`src/rtl/credit_link_tx.sv`:
```
// credit_link_tx: local flit FIFO feeding a credit-flow-controlled router channel.
// Define CREDIT_LINK_TX_PKT_COUNT_EN to build the transmitted-packet counter.
module credit_link_tx #(
  parameter int FLIT_WIDTH   = 32,
  parameter int PACKET_FLITS = 5,
  parameter int FIFO_DEPTH   = 8,
  parameter int CREDITS      = 4
) (
  input  logic                  clk,
  input  logic                  reset,
  input  logic [FLIT_WIDTH-1:0] in_flit,
  input  logic                  in_valid,
  output logic                  in_ready,
  output logic [FLIT_WIDTH-1:0] out_flit,
  output logic                  out_valid,
  input  logic                  credit_in,
  output logic                  credit_err,
  output logic                  drop_err,
  output logic [15:0]           packet_count
);

  localparam int AW = $clog2(FIFO_DEPTH);
  localparam int CW = $clog2(CREDITS + 1);
  localparam int IW = (PACKET_FLITS > 1) ? $clog2(PACKET_FLITS) : 1;

  localparam logic [AW:0]   FIFO_FULL = (AW+1)'(FIFO_DEPTH);
  localparam logic [CW-1:0] CRED_MAX  = CW'(CREDITS);
  localparam logic [IW-1:0] IDX_LAST  = IW'(PACKET_FLITS - 1);

  localparam logic [1:0] S_IDLE = 2'b00;
  localparam logic [1:0] S_SEND = 2'b01;
  localparam logic [1:0] S_DROP = 2'b10;

  logic [FLIT_WIDTH-1:0] mem_q [FIFO_DEPTH];
  logic [AW-1:0]         wr_ptr_q, wr_ptr_d;
  logic [AW-1:0]         rd_ptr_q, rd_ptr_d;
  logic [AW:0]           count_q, count_d;
  logic                  rdy_en_q;
  logic [1:0]            state_q, state_d;
  logic [IW-1:0]         idx_q, idx_d;
  logic [CW-1:0]         cred_q, cred_d;
  logic                  cred_ovf;
  logic [FLIT_WIDTH-1:0] out_flit_q;
  logic                  out_valid_q;
  logic                  credit_err_q;
  logic                  drop_err_q;

  logic                  fifo_empty;
  logic                  fifo_full;
  logic                  wr_en;
  logic                  rd_en;
  logic                  launch;
  logic                  drop_pop;
  logic                  last_flit;
  logic                  drop_done;
  logic [FLIT_WIDTH-1:0] head;

  // Returns {overflow, next_count}; a take and a give in the same cycle cancel out.
  function automatic logic [CW:0] credit_update(input logic [CW-1:0] cur,
                                                input logic          take,
                                                input logic          give);
    logic [CW:0] res;
    res = {1'b0, cur};
    if (take && !give) begin
      res = {1'b0, cur - CW'(1)};
    end else if (give && !take) begin
      if (cur == CRED_MAX) res = {1'b1, cur};
      else                 res = {1'b0, cur + CW'(1)};
    end
    return res;
  endfunction

  assign fifo_empty = (count_q == '0);
  assign fifo_full  = (count_q == FIFO_FULL);
  assign head       = mem_q[rd_ptr_q];

  // Ready comes from registers only and stays low until the first edge after reset.
  assign in_ready = rdy_en_q & ~fifo_full;
  assign wr_en    = in_valid & in_ready;

  assign launch    = (state_q == S_SEND) && !fifo_empty && (cred_q != '0);
  assign drop_pop  = (state_q == S_DROP) && !fifo_empty;
  assign rd_en     = launch | drop_pop;
  assign last_flit = (idx_q == IDX_LAST);
  assign drop_done = drop_pop & last_flit;

  assign wr_ptr_d = wr_en ? wr_ptr_q + AW'(1) : wr_ptr_q;
  assign rd_ptr_d = rd_en ? rd_ptr_q + AW'(1) : rd_ptr_q;

  assign {cred_ovf, cred_d} = credit_update(cred_q, launch, credit_in);

  always_comb begin
    count_d = count_q;
    if (wr_en && !rd_en)      count_d = count_q + (AW+1)'(1);
    else if (rd_en && !wr_en) count_d = count_q - (AW+1)'(1);
  end

  // The header is only inspected in IDLE; it is popped as index 0 of SEND or DROP.
  always_comb begin
    state_d = state_q;
    idx_d   = idx_q;
    case (state_q)
      S_IDLE: begin
        if (!fifo_empty) begin
          state_d = (head[FLIT_WIDTH-1 -: 2] == 2'b10) ? S_SEND : S_DROP;
        end
      end
      S_SEND, S_DROP: begin
        if (rd_en) begin
          if (last_flit) begin
            idx_d   = '0;
            state_d = S_IDLE;
          end else begin
            idx_d = idx_q + IW'(1);
          end
        end
      end
      default: state_d = S_IDLE;
    endcase
  end

  always_ff @(posedge clk or negedge reset) begin
    if (!reset) begin
      wr_ptr_q     <= '0;
      rd_ptr_q     <= '0;
      count_q      <= '0;
      rdy_en_q     <= 1'b0;
      state_q      <= S_IDLE;
      idx_q        <= '0;
      cred_q       <= CRED_MAX;
      out_flit_q   <= '0;
      out_valid_q  <= 1'b0;
      credit_err_q <= 1'b0;
      drop_err_q   <= 1'b0;
    end else begin
      wr_ptr_q     <= wr_ptr_d;
      rd_ptr_q     <= rd_ptr_d;
      count_q      <= count_d;
      rdy_en_q     <= 1'b1;
      state_q      <= state_d;
      idx_q        <= idx_d;
      cred_q       <= cred_d;
      out_valid_q  <= launch;
      if (launch) out_flit_q <= head;
      credit_err_q <= credit_err_q | cred_ovf;
      drop_err_q   <= drop_err_q | drop_done;
    end
  end

  // Buffer storage carries data only and needs no reset.
  always_ff @(posedge clk) begin
    if (wr_en) mem_q[wr_ptr_q] <= in_flit;
  end

  assign out_flit   = out_flit_q;
  assign out_valid  = out_valid_q;
  assign credit_err = credit_err_q;
  assign drop_err   = drop_err_q;

`ifdef CREDIT_LINK_TX_PKT_COUNT_EN
  logic [15:0] pkt_cnt_q, pkt_cnt_d;

  assign pkt_cnt_d = (launch && last_flit) ? pkt_cnt_q + 16'd1 : pkt_cnt_q;

  always_ff @(posedge clk or negedge reset) begin
    if (!reset) pkt_cnt_q <= '0;
    else        pkt_cnt_q <= pkt_cnt_d;
  end

  assign packet_count = pkt_cnt_q;
`else
  assign packet_count = 16'd0;
`endif

endmodule

```
`config.mk`:
```
export PLATFORM = sky130hd
export DESIGN_NAME = credit_link_tx
export DESIGN_NICKNAME = d
export VERILOG_FILES = /design/src/rtl/credit_link_tx.sv
export SDC_FILE = /design/constraint.sdc
export NUM_CORES = 1
export LEC_CHECK = 0
export CAP_MARGIN = 30
export CELL_PAD_IN_SITES_DETAIL_PLACEMENT = 0
export CELL_PAD_IN_SITES_GLOBAL_PLACEMENT = 1
export CORE_AREA = 2 2 134 188
export CTS_CLUSTER_DIAMETER = 200
export DETAILED_ROUTE_END_ITERATION = 16
export DIE_AREA = 0 0 136 190
export PLACE_DENSITY_LB_ADDON = 0.1
export SLEW_MARGIN = 20
export SYNTH_ARGS = -nofsm -noshare
export SYNTH_HDL_FRONTEND = slang
export SYNTH_SLANG_ARGS = --single-unit
export TNS_END_PERCENT = 1
```
`constraint.sdc`:
```
create_clock -name clk -period 5 [get_ports clk]
set_input_delay 1 -clock clk [delete_from_list [all_inputs] [get_ports clk]]
set_output_delay 1 -clock clk [all_outputs]
set_load 0.05 [all_outputs]
```
==> results.md <==
* Least-Margin Pin Slew at 0.789 ns
* Pin count of the biggest net entering global routing at 67
* IO Port Bufs at 71
* Post-DP Area at 13,300 sq um
* Starting Density at 49.8%
* Residual DRC count at 0
* DRT iter0 DRCs at 405
* Vias in the first global route at 6,121
* Share of the synthesized area in the top cell type at 63.5%
* Crit end category: primary output
* Hold Vio Cnt, Final at 0
* Final RePlAce weighted congestion at 0.700
* Total wire length at 22,500 um
* P&R area growth vs syn at 18.7%
* # IOs at 88
* PostCTS Resize Cnt at 0
* DP Wirelength at 13,300 um
* Period minus WS final at 3.44 ns
* TritonCTS Buffers at 30
* TritonCTS clock tree: yes
* Area of the mapped netlist at 12,100 sq um
* Pleak at 5.03 nW
* Initial antenna violation count at 0
* Startpoint types: flip-flop
* Sequential fraction of the synthesis area at 74.6%
* Ant diodes at 0
* Max-slew headroom at 47.4%
* Crit-path max cell delay at 0.69 ns
* Req. time, crit path at 4.00 ns
* PwrDens at 587 nW/um^2
* Setup repair bufs after CTS at 0
* Crit path buffers/inverters at 1
* Leading post-synthesis cells by cell area: edfxtp_1, mux4_2, dfrtp_1
* Synth Area in Adders at 1.71%
* Finish-stage setup viols at 0
* Slew Limit Fails at 0
* Synth warn at 0
* Max-cap viol count at 0
* Asr flop ratio synth at 17.4%
* #FFs+latches synth at 310
* Compound-cell area share of the yosys netlist at 2.53%
* RSZ-0062 raised after global routing: no
* H-tree levels at 1
* Vias per cell at 5.47
* Final #Nets at 759
* Die Area at 25,800 sq um
* Synth Instances at 615
* Syn Area/Cell at 19.7 sq um
* First-pass GRT wire length at 35,200 um
* Final period util at 68.8%
* Largest family of logic cells by synthesized area: multiplexers
* Total Neg Setup Slack at 0 ns
* Worst-path maximum fanout at 6
* Vias at 5,724
* Initial DRT Pass Iterations at 4
* Die X at 136 um
* Predominant post-synthesis flop cell: edfxtp_1
* Status: finished clean
* Cell Rows at 68
* Post-synthesis xor/xnor area fraction at 0.506%
* Wire per inst at 21.5 um
* Leading area contributor after synthesis: edfxtp_1
* DRT antenna net count at 0
* Post-synth EDFFs at 256
* Netlist cell types at 44
* CTS root buf: clkbuf_16
* Mux cell area share after synthesis at 15.3%
* Most frequent cells in the layout: edfxtp_1, clkdlybuf4s50_1, mux4_2
* GR Overflow Total at 0
* CTS sink cnt at 310
* Hold Path Class: flip-flop to flip-flop
* Slowest-stage cell, CP: clkdlybuf4s50_1
* Core Box Area at 24,300 sq um
* CP Class: flip-flop to primary output
* Most common cell after layout, fill and taps aside: edfxtp_1
* Clk_skew at 0.0138 ns
* Clock latency on the worst-skew pair at 0.54 ns
* Finished layout cell area at 14,400 sq um
* WP data arrival at 2.44 ns
* Share of post-route cells with drive strength above 1 at 20.0%
* Critical-path cell list: or4b_1 > and2_1 > clkdlybuf4s50_1
* Max VDD drop at 412 uV
* Clock slew at reported path FFs at 0.06 ns
* CTS Hold Buffers Added at 0
* Top achievable clock speed at 291 MHz
* Post-synthesis simple-gate area fraction at 2.56%
* GRT Resource Usage Total at 18.1%
* Family with the most delay on the worst path: simple AND/OR/NAND/NOR gates
* Longest Clk Path Bufs at 3
* Die height at 190 um
## per-stage QoR
stage	utilization, %	setup slack (ns)	std cells	power (mW)	hold slack (ns)
detailed placement	54.6	1.56	989	6.09	0.459
floorplan	-	0.965	630	5.34	0.480
CTS	59.0	1.54	1045	8.54	0.474
global route	59.1	1.49	1046	8.88	0.492
finish	59.1	1.56	1046	8.44	0.470
global placement	53.9	1.56	983	6.02	0.457
## Yosys cell counts, drive strengths merged, types with 2 or more instances
cell type and number:
edfxtp 256, mux4 64, dfrtp 53, nand2 39, mux2i 36, buf 35
o21ai 34, ha 15, inv 14, nor2 11, clkbuf 7, nand2b 5
a21oi 4, mux2 4, nor3 4, xnor2 4, a21o 3, xor2 3
a31o 2, conb 2, nor2b 2, o32ai 2
## cells by family (layout without fill, tap and decap cells)
group | after synthesis | in the layout
xor+xnor | 7 | 7
fa+ha+maj | 16 | 16
other cells | 2 | 17
flops | 310 | 310
mux | 104 | 104
buf+inv | 56 | 157
compound gates | 52 | 52
simple gates | 68 | 68
## final timing paths
path	from	endpoint	slack, ns	cells after the start
max in group asynchronous	reset	rd_ptr_q[0]$_DFFE_PN0P_	3.80	2
min in group asynchronous	reset	idx_q[1]$_DFFE_PN0P_	0.62	2
min	drop_err$_DFF_PN0_	drop_err$_DFF_PN0_	0.47	1
max	count_q[0]$_DFFE_PN0P_	in_ready	1.56	3
max reg2reg	count_q[0]$_DFFE_PN0P_	cred_q[2]$_DFFE_PN1P_	1.98	8
min reg2reg	drop_err$_DFF_PN0_	drop_err$_DFF_PN0_	0.47	1
## power breakdown
part	leakage [nW]	internal, mW	total [mW]	switching (mW)
clock	0.527	1.50	2.43	0.920
combinational	1.53	1.14	2.48	1.34
sequential	2.98	3.17	3.53	0.363
## final cells by class
| class | count | area, sq um |
|---|---|---|
| clock buffers | 37 | 808 |
| flip-flops and latches | 310 | 9050 |
| well taps | 315 | 394 |
| multi-input cells | 264 | 2860 |
| fillers | 1845 | 9950 |
| inverters | 14 | 52.6 |
| repair buffers | 87 | 951 |
| clock inverters | 19 | 268 |
## routing by layer
layer  wire (um)  global-route usage (%)
met1        9240                    23.5
met2       12200                    32.1
met3         676                    2.32
met4         431                    4.81
met5           0                       0
## sequential cells by signal, summed over array words and instances, names as in the netlist
register and count:
out_valid 1, credit_err 1, drop_err 1, mem_q 256
wr_ptr_q 3, idx_q 3, rd_ptr_q 3, state_q 2
cred_q 3, count_q 4, out_flit 32, rdy_en_q 1
Note: power is estimated with default switching activity, not from simulation.
